--- src/rtl/dcache_ctrl_nway.sv ---
// dcache_ctrl_nway: control FSM for an N-way, write-back, write-allocate data
// cache with multi-word lines. It turns MEM-stage requests into array write
// strobes, LRU updates and burst memory beats. Outputs are decoded directly
// from the current state and inputs, so a hit completes in the request cycle.
module dcache_ctrl_nway #(
    parameter int WAYS       = 2,
    parameter int LINE_WORDS = 4,
    parameter int WAY_W      = $clog2(WAYS),
    parameter int BEAT_W     = (LINE_WORDS > 1) ? $clog2(LINE_WORDS) : 1
) (
    input  logic              clk,
    input  logic              rst,
    input  logic [2:0]        req_op,
    input  logic [WAY_W-1:0]  idx_way,
    input  logic [WAYS-1:0]   hit_vec,
    input  logic [WAYS-1:0]   valid_vec,
    input  logic [WAYS-1:0]   dirty_vec,
    input  logic [WAY_W-1:0]  lru_way,
    input  logic              mem_ack,
    output logic              req_ready,
    output logic              mem_rd,
    output logic              mem_wr,
    output logic              mem_addr_sel,
    output logic [BEAT_W-1:0] beat,
    output logic [WAY_W-1:0]  sel_way,
    output logic [WAYS-1:0]   data_we,
    output logic              data_src,
    output logic [WAYS-1:0]   tag_we,
    output logic [WAYS-1:0]   valid_we,
    output logic              valid_wdata,
    output logic [WAYS-1:0]   dirty_we,
    output logic              dirty_wdata,
    output logic              lru_touch,
    output logic [WAY_W-1:0]  lru_touch_way
);

    localparam logic [2:0] S_IDLE    = 3'd0;
    localparam logic [2:0] S_WB      = 3'd1;
    localparam logic [2:0] S_FILL    = 3'd2;
    localparam logic [2:0] S_INSTALL = 3'd3;
    localparam logic [2:0] S_MAINT   = 3'd4;

    localparam logic [2:0] OP_READ     = 3'b001;
    localparam logic [2:0] OP_WRITE    = 3'b010;
    localparam logic [2:0] OP_IDX_INV  = 3'b011;
    localparam logic [2:0] OP_ADDR_INV = 3'b100;
    localparam logic [2:0] OP_WB_INV   = 3'b101;
    localparam logic [2:0] OP_WB_CLEAN = 3'b110;

    localparam logic [BEAT_W-1:0] LAST_BEAT = BEAT_W'(LINE_WORDS - 1);

    // Index of the lowest set bit; 0 when the vector is empty.
    function automatic logic [WAY_W-1:0] low_idx(input logic [WAYS-1:0] v);
        logic [WAY_W-1:0] idx;
        idx = {WAY_W{1'b0}};
        for (int i = WAYS - 1; i >= 0; i--) begin
            if (v[i]) begin
                idx = WAY_W'(i);
            end else begin
                idx = idx;
            end
        end
        return idx;
    endfunction

    // One-hot decode of a way index.
    function automatic logic [WAYS-1:0] onehot(input logic [WAY_W-1:0] w);
        logic [WAYS-1:0] oh;
        oh    = {WAYS{1'b0}};
        oh[w] = 1'b1;
        return oh;
    endfunction

    logic [2:0]        state_q, state_d;
    logic [BEAT_W-1:0] beat_q, beat_d;
    logic [WAY_W-1:0]  victim_q, victim_d;
    logic              maint_q, maint_d;

    logic              hit_any_s;
    logic [WAY_W-1:0]  hit_way_s;
    logic              hit_dirty_s;
    logic [WAYS-1:0]   invalid_s;
    logic [WAY_W-1:0]  victim_s;
    logic              victim_dirty_s;
    logic              last_beat_s;

    // Multiple hits are illegal; the lowest-index way wins.
    assign hit_any_s      = |hit_vec;
    assign hit_way_s      = low_idx(hit_vec);
    assign hit_dirty_s    = hit_any_s & dirty_vec[hit_way_s];
    // Prefer filling an empty way; only evict the LRU way when the set is full.
    assign invalid_s      = ~valid_vec;
    assign victim_s       = (|invalid_s) ? low_idx(invalid_s) : lru_way;
    assign victim_dirty_s = valid_vec[victim_s] & dirty_vec[victim_s];
    assign last_beat_s    = mem_ack & (beat_q == LAST_BEAT);

    // Next-state and output decode for every controller state.
    always_comb begin
        state_d       = state_q;
        beat_d        = beat_q;
        victim_d      = victim_q;
        maint_d       = maint_q;
        req_ready     = 1'b0;
        mem_rd        = 1'b0;
        mem_wr        = 1'b0;
        mem_addr_sel  = 1'b0;
        beat          = beat_q;
        sel_way       = {WAY_W{1'b0}};
        data_we       = {WAYS{1'b0}};
        data_src      = 1'b0;
        tag_we        = {WAYS{1'b0}};
        valid_we      = {WAYS{1'b0}};
        valid_wdata   = 1'b0;
        dirty_we      = {WAYS{1'b0}};
        dirty_wdata   = 1'b0;
        lru_touch     = 1'b0;
        lru_touch_way = {WAY_W{1'b0}};

        case (state_q)
            S_IDLE: begin
                case (req_op)
                    OP_READ, OP_WRITE: begin
                        if (hit_any_s) begin
                            req_ready     = 1'b1;
                            sel_way       = hit_way_s;
                            lru_touch     = 1'b1;
                            lru_touch_way = hit_way_s;
                            if (req_op == OP_WRITE) begin
                                data_we     = onehot(hit_way_s);
                                data_src    = 1'b1;
                                dirty_we    = onehot(hit_way_s);
                                dirty_wdata = 1'b1;
                            end else begin
                                data_we = {WAYS{1'b0}};
                            end
                        end else begin
                            victim_d = victim_s;
                            beat_d   = {BEAT_W{1'b0}};
                            if (victim_dirty_s) begin
                                maint_d = 1'b0;
                                state_d = S_WB;
                            end else begin
                                state_d = S_FILL;
                            end
                        end
                    end
                    OP_IDX_INV: begin
                        req_ready = 1'b1;
                        sel_way   = idx_way;
                        valid_we  = onehot(idx_way);
                    end
                    OP_ADDR_INV: begin
                        req_ready = 1'b1;
                        if (hit_any_s) begin
                            sel_way  = hit_way_s;
                            valid_we = onehot(hit_way_s);
                        end else begin
                            valid_we = {WAYS{1'b0}};
                        end
                    end
                    OP_WB_INV, OP_WB_CLEAN: begin
                        if (hit_any_s) begin
                            sel_way = hit_way_s;
                        end else begin
                            sel_way = {WAY_W{1'b0}};
                        end
                        if (hit_dirty_s) begin
                            victim_d = hit_way_s;
                            maint_d  = 1'b1;
                            beat_d   = {BEAT_W{1'b0}};
                            state_d  = S_WB;
                        end else begin
                            req_ready = 1'b1;
                            if (hit_any_s && (req_op == OP_WB_INV)) begin
                                valid_we = onehot(hit_way_s);
                            end else begin
                                valid_we = {WAYS{1'b0}};
                            end
                        end
                    end
                    default: begin
                        state_d = S_IDLE;
                    end
                endcase
            end
            S_WB: begin
                mem_wr       = 1'b1;
                mem_addr_sel = maint_q;
                sel_way      = victim_q;
                if (last_beat_s) begin
                    beat_d  = {BEAT_W{1'b0}};
                    state_d = maint_q ? S_MAINT : S_FILL;
                end else if (mem_ack) begin
                    beat_d = beat_q + 1'b1;
                end else begin
                    beat_d = beat_q;
                end
            end
            S_FILL: begin
                mem_rd       = 1'b1;
                mem_addr_sel = 1'b1;
                sel_way      = victim_q;
                if (mem_ack) begin
                    data_we = onehot(victim_q);
                end else begin
                    data_we = {WAYS{1'b0}};
                end
                if (last_beat_s) begin
                    beat_d  = {BEAT_W{1'b0}};
                    state_d = S_INSTALL;
                end else if (mem_ack) begin
                    beat_d = beat_q + 1'b1;
                end else begin
                    beat_d = beat_q;
                end
            end
            S_INSTALL: begin
                req_ready     = 1'b1;
                sel_way       = victim_q;
                tag_we        = onehot(victim_q);
                valid_we      = onehot(victim_q);
                valid_wdata   = 1'b1;
                dirty_we      = onehot(victim_q);
                dirty_wdata   = (req_op == OP_WRITE);
                lru_touch     = 1'b1;
                lru_touch_way = victim_q;
                if (req_op == OP_WRITE) begin
                    data_we  = onehot(victim_q);
                    data_src = 1'b1;
                end else begin
                    data_we = {WAYS{1'b0}};
                end
                state_d = S_IDLE;
            end
            S_MAINT: begin
                req_ready = 1'b1;
                sel_way   = victim_q;
                if (req_op == OP_WB_INV) begin
                    valid_we = onehot(victim_q);
                end else if (req_op == OP_WB_CLEAN) begin
                    dirty_we = onehot(victim_q);
                end else begin
                    valid_we = {WAYS{1'b0}};
                end
                state_d = S_IDLE;
            end
            default: begin
                state_d = S_IDLE;
                beat_d  = {BEAT_W{1'b0}};
            end
        endcase

        // Reset quiesces everything; ready stays high so the pipeline is not stalled.
        if (rst) begin
            req_ready     = 1'b1;
            mem_rd        = 1'b0;
            mem_wr        = 1'b0;
            mem_addr_sel  = 1'b0;
            beat          = {BEAT_W{1'b0}};
            sel_way       = {WAY_W{1'b0}};
            data_we       = {WAYS{1'b0}};
            data_src      = 1'b0;
            tag_we        = {WAYS{1'b0}};
            valid_we      = {WAYS{1'b0}};
            valid_wdata   = 1'b0;
            dirty_we      = {WAYS{1'b0}};
            dirty_wdata   = 1'b0;
            lru_touch     = 1'b0;
            lru_touch_way = {WAY_W{1'b0}};
        end else begin
            req_ready = req_ready;
        end
    end

    // Controller state registers with synchronous reset.
    always_ff @(posedge clk) begin
        if (rst) begin
            state_q  <= S_IDLE;
            beat_q   <= {BEAT_W{1'b0}};
            victim_q <= {WAY_W{1'b0}};
            maint_q  <= 1'b0;
        end else begin
            state_q  <= state_d;
            beat_q   <= beat_d;
            victim_q <= victim_d;
            maint_q  <= maint_d;
        end
    end

endmodule
--- config.mk ---
export PLATFORM = sky130hd
export DESIGN_NAME = dcache_ctrl_nway
export DESIGN_NICKNAME = d
export VERILOG_FILES = /design/src/rtl/dcache_ctrl_nway.sv
export SDC_FILE = /design/constraint.sdc
export NUM_CORES = 1
export LEC_CHECK = 0
export ABC_AREA = 1
export BUFFER_PORTS_ARGS = -buffer_cell sky130_fd_sc_hd__clkbuf_2
export CAP_MARGIN = 0
export CORE_UTILIZATION = 53
export CTS_BUF_LIST = sky130_fd_sc_hd__clkbuf_16
export DETAILED_ROUTE_END_ITERATION = 8
export PLACE_DENSITY = 0.85
export RECOVER_POWER = 50
export SYNTH_ARGS = -nofsm -noshare
export SYNTH_HDL_FRONTEND = slang
export SYNTH_SLANG_ARGS = --single-unit
--- constraint.sdc ---
create_clock -name clk -period 3 [get_ports clk]
set_input_delay 0.45 -clock clk [delete_from_list [all_inputs] [get_ports clk]]
set_output_delay 0.45 -clock clk [all_outputs]
set_load 0.05 [all_outputs]
==> qor.yml, run 1 <==
grt_setup_unrepaired: "no"
cts.repair.resized: 0
synth.top_cell.area_share: 0.151
failed_checks: "design-rule violations"
ys.flop_type: "dfxtp_1"
period_needed_ns: 2.31
io_pins: 34
portBuffers: 33
cp-start-kind: "flip-flop"
worst_path_max_delay_cell: "dfxtp_1"
grt_pass1_wl_um: 4750
antenna_cells: 0
hold_viol: 0
dieHeight_um: 44.2
syn_inst: 172
synth_fp_nets: 187
final_nets: 221
leakagePower_nw: 0.643
cp_cell_sequence: "nor2_1 -> nand2_1 -> inv_1 -> a21oi_1 -> o21ai_1 -> nand2_1 -> inv_1 -> clkbuf_2"
ctsLongestPathBuffers: 2
ys_seq_area_frac: 0.149
htreeDepth: 1
worst-slew-pin-transition_ns: 0.606
yosysWarnings: 0
core_area_mm2: 0.00158
power_density_mw_per_mm2: 781
placementRows: 14
vias_per_cell: 5.65
synth_seq_cells: 7
synth_top_area_cell: "nand2_1"
clock_latency_ns: 0.23
avgRoutedWirePerCell_um: 12.5
area_growth_pct: 23.2
postSynthAreaPerCell_um2: 5.48
cp_top_family: "buffers and inverters"
grtUsageTotal: 0.318
drt_wl_total_um: 2750
cts_setup_buffers: 0
hpwl_um: 2110
clock-skew-final_ns: 0.000709
grt_overflow_total: 0
ys_types: 28
worstSetupEndpointType: "primary output"
fp.dieW_um: 44.2
synth_common_cells: "nand2_1, nor2_1, inv_1"
gp_congestion: 0.928
status: "finished, violations left"
placed_cell_area_mm2: 0.00111
relSlewSlack: 0.598
critPathMaxStageDelay_ns: 0.35
synth_edf_count: 0
synth.most_common_cell: "nand2_1"
clkTransAtPathRegs_ns: 0.04
root_buffer: "clkbuf_16"
vdd_drop_max_mv: 0.542
stdcell_area_mm2: 0.00116
grt_pass1_vias: 1124
drc: 2
initial_core_util: 0.598
drtAntennaViolNets: 0
vias: 1248
critPathLaunch: "state_q[0]"
p_total_mw: 0.906
cts_made_buffers: 3
cts_sinks: 7
max_freq_mhz: 433
path_max_fanout: 8
cp_data_required_time_ns: 2.55
async_reset_ff_frac: 0
timing.final.crit_share: 0.770
fin_tns_setup_ns: 0
fin_cells: 221
cts_hold_buf: 0
synth.area.top_cells: "nand2_1, dfxtp_1, nor2_1"
cp.arrival_ns: 1.86
antenna_found_initial: 0
dr.pass1.iters: 8
grt_max_degree: 21
layout-drive-gt1-share: 0.254
hold_start: "maint_q"
hold_class: "reg -> reg"
setup_violations: 0
cts_tree: "yes"
drtIter0Drc: 38
crit_buf_inv: 3
place_inst: 217
drv_cap: 0
drv_slew: 0
die-area_mm2: 0.00195
r2r_start: "state_q[0]"
crit_type: "reg -> out"
netlist_area_um2: 942
==> cell families after synthesis <==
family / share of synthesized area
buf+inv: 0.127
compound gates: 0.158
fa+ha+maj: 0.0133
flops: 0.149
simple gates: 0.552
==> worst paths after layout <==
path,endpoint,slack (ns),cells past startpoint
max,data_we[0],0.69,8
min reg2reg,state_q[2],0.55,2
max reg2reg,maint_q,1.45,8
min,state_q[2],0.55,2
==> flip-flops by register name, indices dropped and copies added (netlist names) <==
name and cells:
beat_q 2, maint_q 1, state_q 3, victim_q 1
==> cell type report <==
cell class | count | area, µm²
Fill cell | 159 | 415
Sequential cell | 7 | 140
Clock inverter | 1 | 3.75
Tap cell | 16 | 20.0
Clock buffer | 3 | 75.1
Inverter | 27 | 101
Timing Repair Buffer | 33 | 158
Multi-Input combinational cell | 134 | 663
==> worst register-to-register path: stages, from the launching register on <==
cell     delay (ns)
dfxtp_1        0.35
nor2_1         0.16
nand2_1        0.18
inv_1          0.28
nand2_1        0.16
nor2_4         0.14
nand3_1        0.07
nand2_1        0.06
nor2_1         0.04
==> report_power, final <==
part	internal (mW)	total, mW	switching, mW	leakage, nW
logic	0.134	0.539	0.406	0.544
registers	0.117	0.147	0.0300	0.0569
clock network	0.173	0.220	0.0470	0.0423
total	0.424	0.906	0.483	0.643
==> layout by cell type (no fill, tap or decap), types with 4 or more instances in the layout <==
cell,synthesis,layout
nor3_1,4,4
nand2_1,38,40
dfxtp_1,7,7
nor2_1,28,29
inv_1,18,20
clkbuf_1,2,6
o21ai_1,9,8
nand3_1,17,18
inv_2,9,8
a21oi_1,11,11
clkbuf_2,0,27
==> per-layer routing <==
metal	part of all wire	global-route usage	vias to the layer above
li1	-	-	629
met1	0.43	0.404	554
met2	0.49	0.532	58
met3	0.066	0.0449	7
met4	0.015	0.139	0
met5	0	0	-
==> metrics by stage <==
| step | setup slack, ns | util | hold WS [ns] |
|---|---|---|---|
| finish | 0.690 | 0.737 | 0.545 |
| CTS | 0.746 | 0.753 | 0.543 |
| global placement | 0.967 | 0.703 | 0.526 |
| floorplan | 0.139 | - | 0.475 |
| global route | 0.566 | 0.737 | 0.565 |
| detailed placement | 0.907 | 0.703 | 0.534 |
(Power assumes the default switching activity.)
==> inputs of run 2 (changes only) <==
- ABC_AREA: 1 -> 0
- CORE_UTILIZATION: 53 -> 44
- PLACE_DENSITY: 0.85 -> 0.75
- clock period: 3 -> 2.1 ns (I/O delays scaled with it)
==> qor.yml, run 2 <==
status: "completed"
vdd_drop_max_mv: 0.625
core_area_mm2: 0.00198
drtIter0Drc: 19
hold_depth: 3
p_total_mw: 1.05
hpwl_um: 2120
clock-skew-final_ns: 0.000384
rr_endpoint: "beat_q[0]"
yosysWarnings: 0
max_freq_mhz: 501
grt_pass1_wl_um: 4000
htreeDepth: 1
initial_core_util: 0.470
synth_edf_count: 0
synth_seq_cells: 7
worst-r2r-cell-count: 5
dr.pass1.iters: 4
n_fill_cell: 186
leakagePower_nw: 0.553
cp-start-kind: "input pin"
layout_common_cells: "clkbuf_2, nor2_1, nand2_1, nand3_1, buf_4"
die-area_mm2: 0.00231
root_buffer: "clkbuf_16"
period_needed_ns: 2.00
final_nets: 181
synth.area.top_cells: "dfxtp_1, nor2_1, nand3_1"
layout_commonest_cell: "clkbuf_2"
ys_seq_area_frac: 0.150
grt_overflow_total: 0
drc: 0
synth.most_common_cell: "nor2_1"
final.setup.worst_slack_ns: 0.104
fin_tns_setup_ns: 0
largest_reg_flops: 3
fin_hold_ws_ns: 0.394
cts_sinks: 7
synth_top_area_cell: "dfxtp_1"
crit_type: "in -> out"
cts_made_buffers: 3
hold_end: "victim_q"
cts_hold_buf: 0
r2r_start: "state_q[1]"
cp.arrival_ns: 1.68
power_density_mw_per_mm2: 837
async_reset_ff_frac: 0
drtAntennaViolNets: 0
netlist_area_um2: 932
relSlewSlack: 0.506
grtUsageTotal: 0.246
hold_class: "in -> reg"
gp_congestion: 0.857
avgRoutedWirePerCell_um: 14.1
area_growth_pct: 35.0
synth.top_cell.area_share: 0.150
post-place-ws_ns: 0.0822
placementRows: 16
antenna_found_initial: 0
cp_data_required_time_ns: 1.78
grt_max_degree: 18
portBuffers: 33
ctsLongestPathBuffers: 2
cts_tree: "yes"
setup_violations: 0
drv_cap: 0
post-route-util: 0.635
cts_setup_buffers: 0
grt_setup_unrepaired: "no"
path_max_fanout: 12
syn_inst: 129
largest_register: "state_q"
antenna_cells: 0
io_pins: 34
ys_types: 48
timing.final.crit_share: 0.951
vias_per_cell: 5.67
drt_wl_total_um: 2700
clkTransAtPathRegs_ns: 0.04
grt_pass1_vias: 944
r2r_setup_slack_ns: 0.23
hold_viol: 0
clock_latency_ns: 0.23
layout-drive-gt1-share: 0.382
ys.flop_type: "dfxtp_1"
synth_fp_nets: 144
largestRegisters: "state_q (3), beat_q (2)"
postSynthAreaPerCell_um2: 7.23
fp.dieW_um: 48.0
synth_common_cells: "nor2_1, nand2_1, nand3_1"
worstSetupEndpointType: "primary output"
dieHeight_um: 48.0
drv_slew: 0
hold_start: "valid_vec[0]"
worst-slew-pin-transition_ns: 0.737
vias: 1088
==> run 2: cell count changes after synthesis, sizes merged, moves of 5 or more <==
cell / previous run / this run
inv: 27 / 5
nor2: 31 / 13
a21oi: 12 / 4
nand2: 46 / 10
buf: 2 / 7
nand3: 19 / 9
o21ai: 12 / 4
==> run 2: layer usage <==
layer | vias up | GRT usage | share of wire
li1 | 552 | - | -
met1 | 492 | 0.336 | 0.48
met2 | 41 | 0.403 | 0.47
met3 | 3 | 0.0604 | 0.037
met4 | 0 | 0.0278 | 0.0092
met5 | - | 0 | 0
==> run 2: how the worst max path moves through the flow <==
| stage | startpoint | to | slack, ns | cells after the start |
|---|---|---|---|---|
| 6_report | req_op[0] | sel_way | 0.10 | 6 |
| 5_1_grt | req_op[0] | sel_way | 0.006 | 6 |
| 4_1_cts | state_q[1] | valid_we[1] | 0.04 | 5 |
| 3_5_place_dp | req_op[0] | sel_way | 0.08 | 6 |
| 3_3_place_gp | req_op[2] | req_ready | 0.15 | 6 |
| 2_1_floorplan | state_q[2] | mem_addr_sel | -0.15 | 4 |
==> run 2: logic make-up after synthesis <==
| group | synth area share |
|---|---|
| mux | 0.0591 |
| compound gates | 0.278 |
| simple gates | 0.384 |
| fa+ha+maj | 0.0134 |
| flops | 0.150 |
| xor+xnor | 0.0362 |
| buf+inv | 0.0792 |
==> run 2: report_power, final <==
group	switching, mW	internal (mW)	leakage [nW]
Sequential	0.0418	0.156	0.0583
Clock	0.0706	0.247	0.0423
Combinational	0.341	0.197	0.453
==> run 2: what timing repair did <==
action,CTS,global route
resized for setup,1,6
hold endpoints to repair,0,0
setup endpoints to repair,3,5
==> run 2: area by class of cell <==
cell class / count / area (µm²) / share of cell area
Multi-Input combinational cell: 107 / 757 / 0.601
Timing Repair Buffer: 42 / 226 / 0.180
Sequential cell: 7 / 144 / 0.114
Clock buffer: 3 / 75.1 / 0.0596
Tap cell: 27 / 33.8 / 0.0268
Inverter: 5 / 18.8 / 0.0149
Clock inverter: 1 / 3.75 / 0.00298
==> run 2: metrics by stage <==
stage               area (µm²)  std cells
global route              1260        192
finish                    1260        192
global placement          1200        188
detailed placement        1200        188
CTS                       1280        192
floorplan                  987        129
==> run 2: worst max-delay path, cell delays in order <==
cell and delay [ns]:
clkbuf_2 0.19, or3b_2 0.49, a21boi_0 0.17, o21ai_0 0.13
a21oi_2 0.12, buf_2 0.26
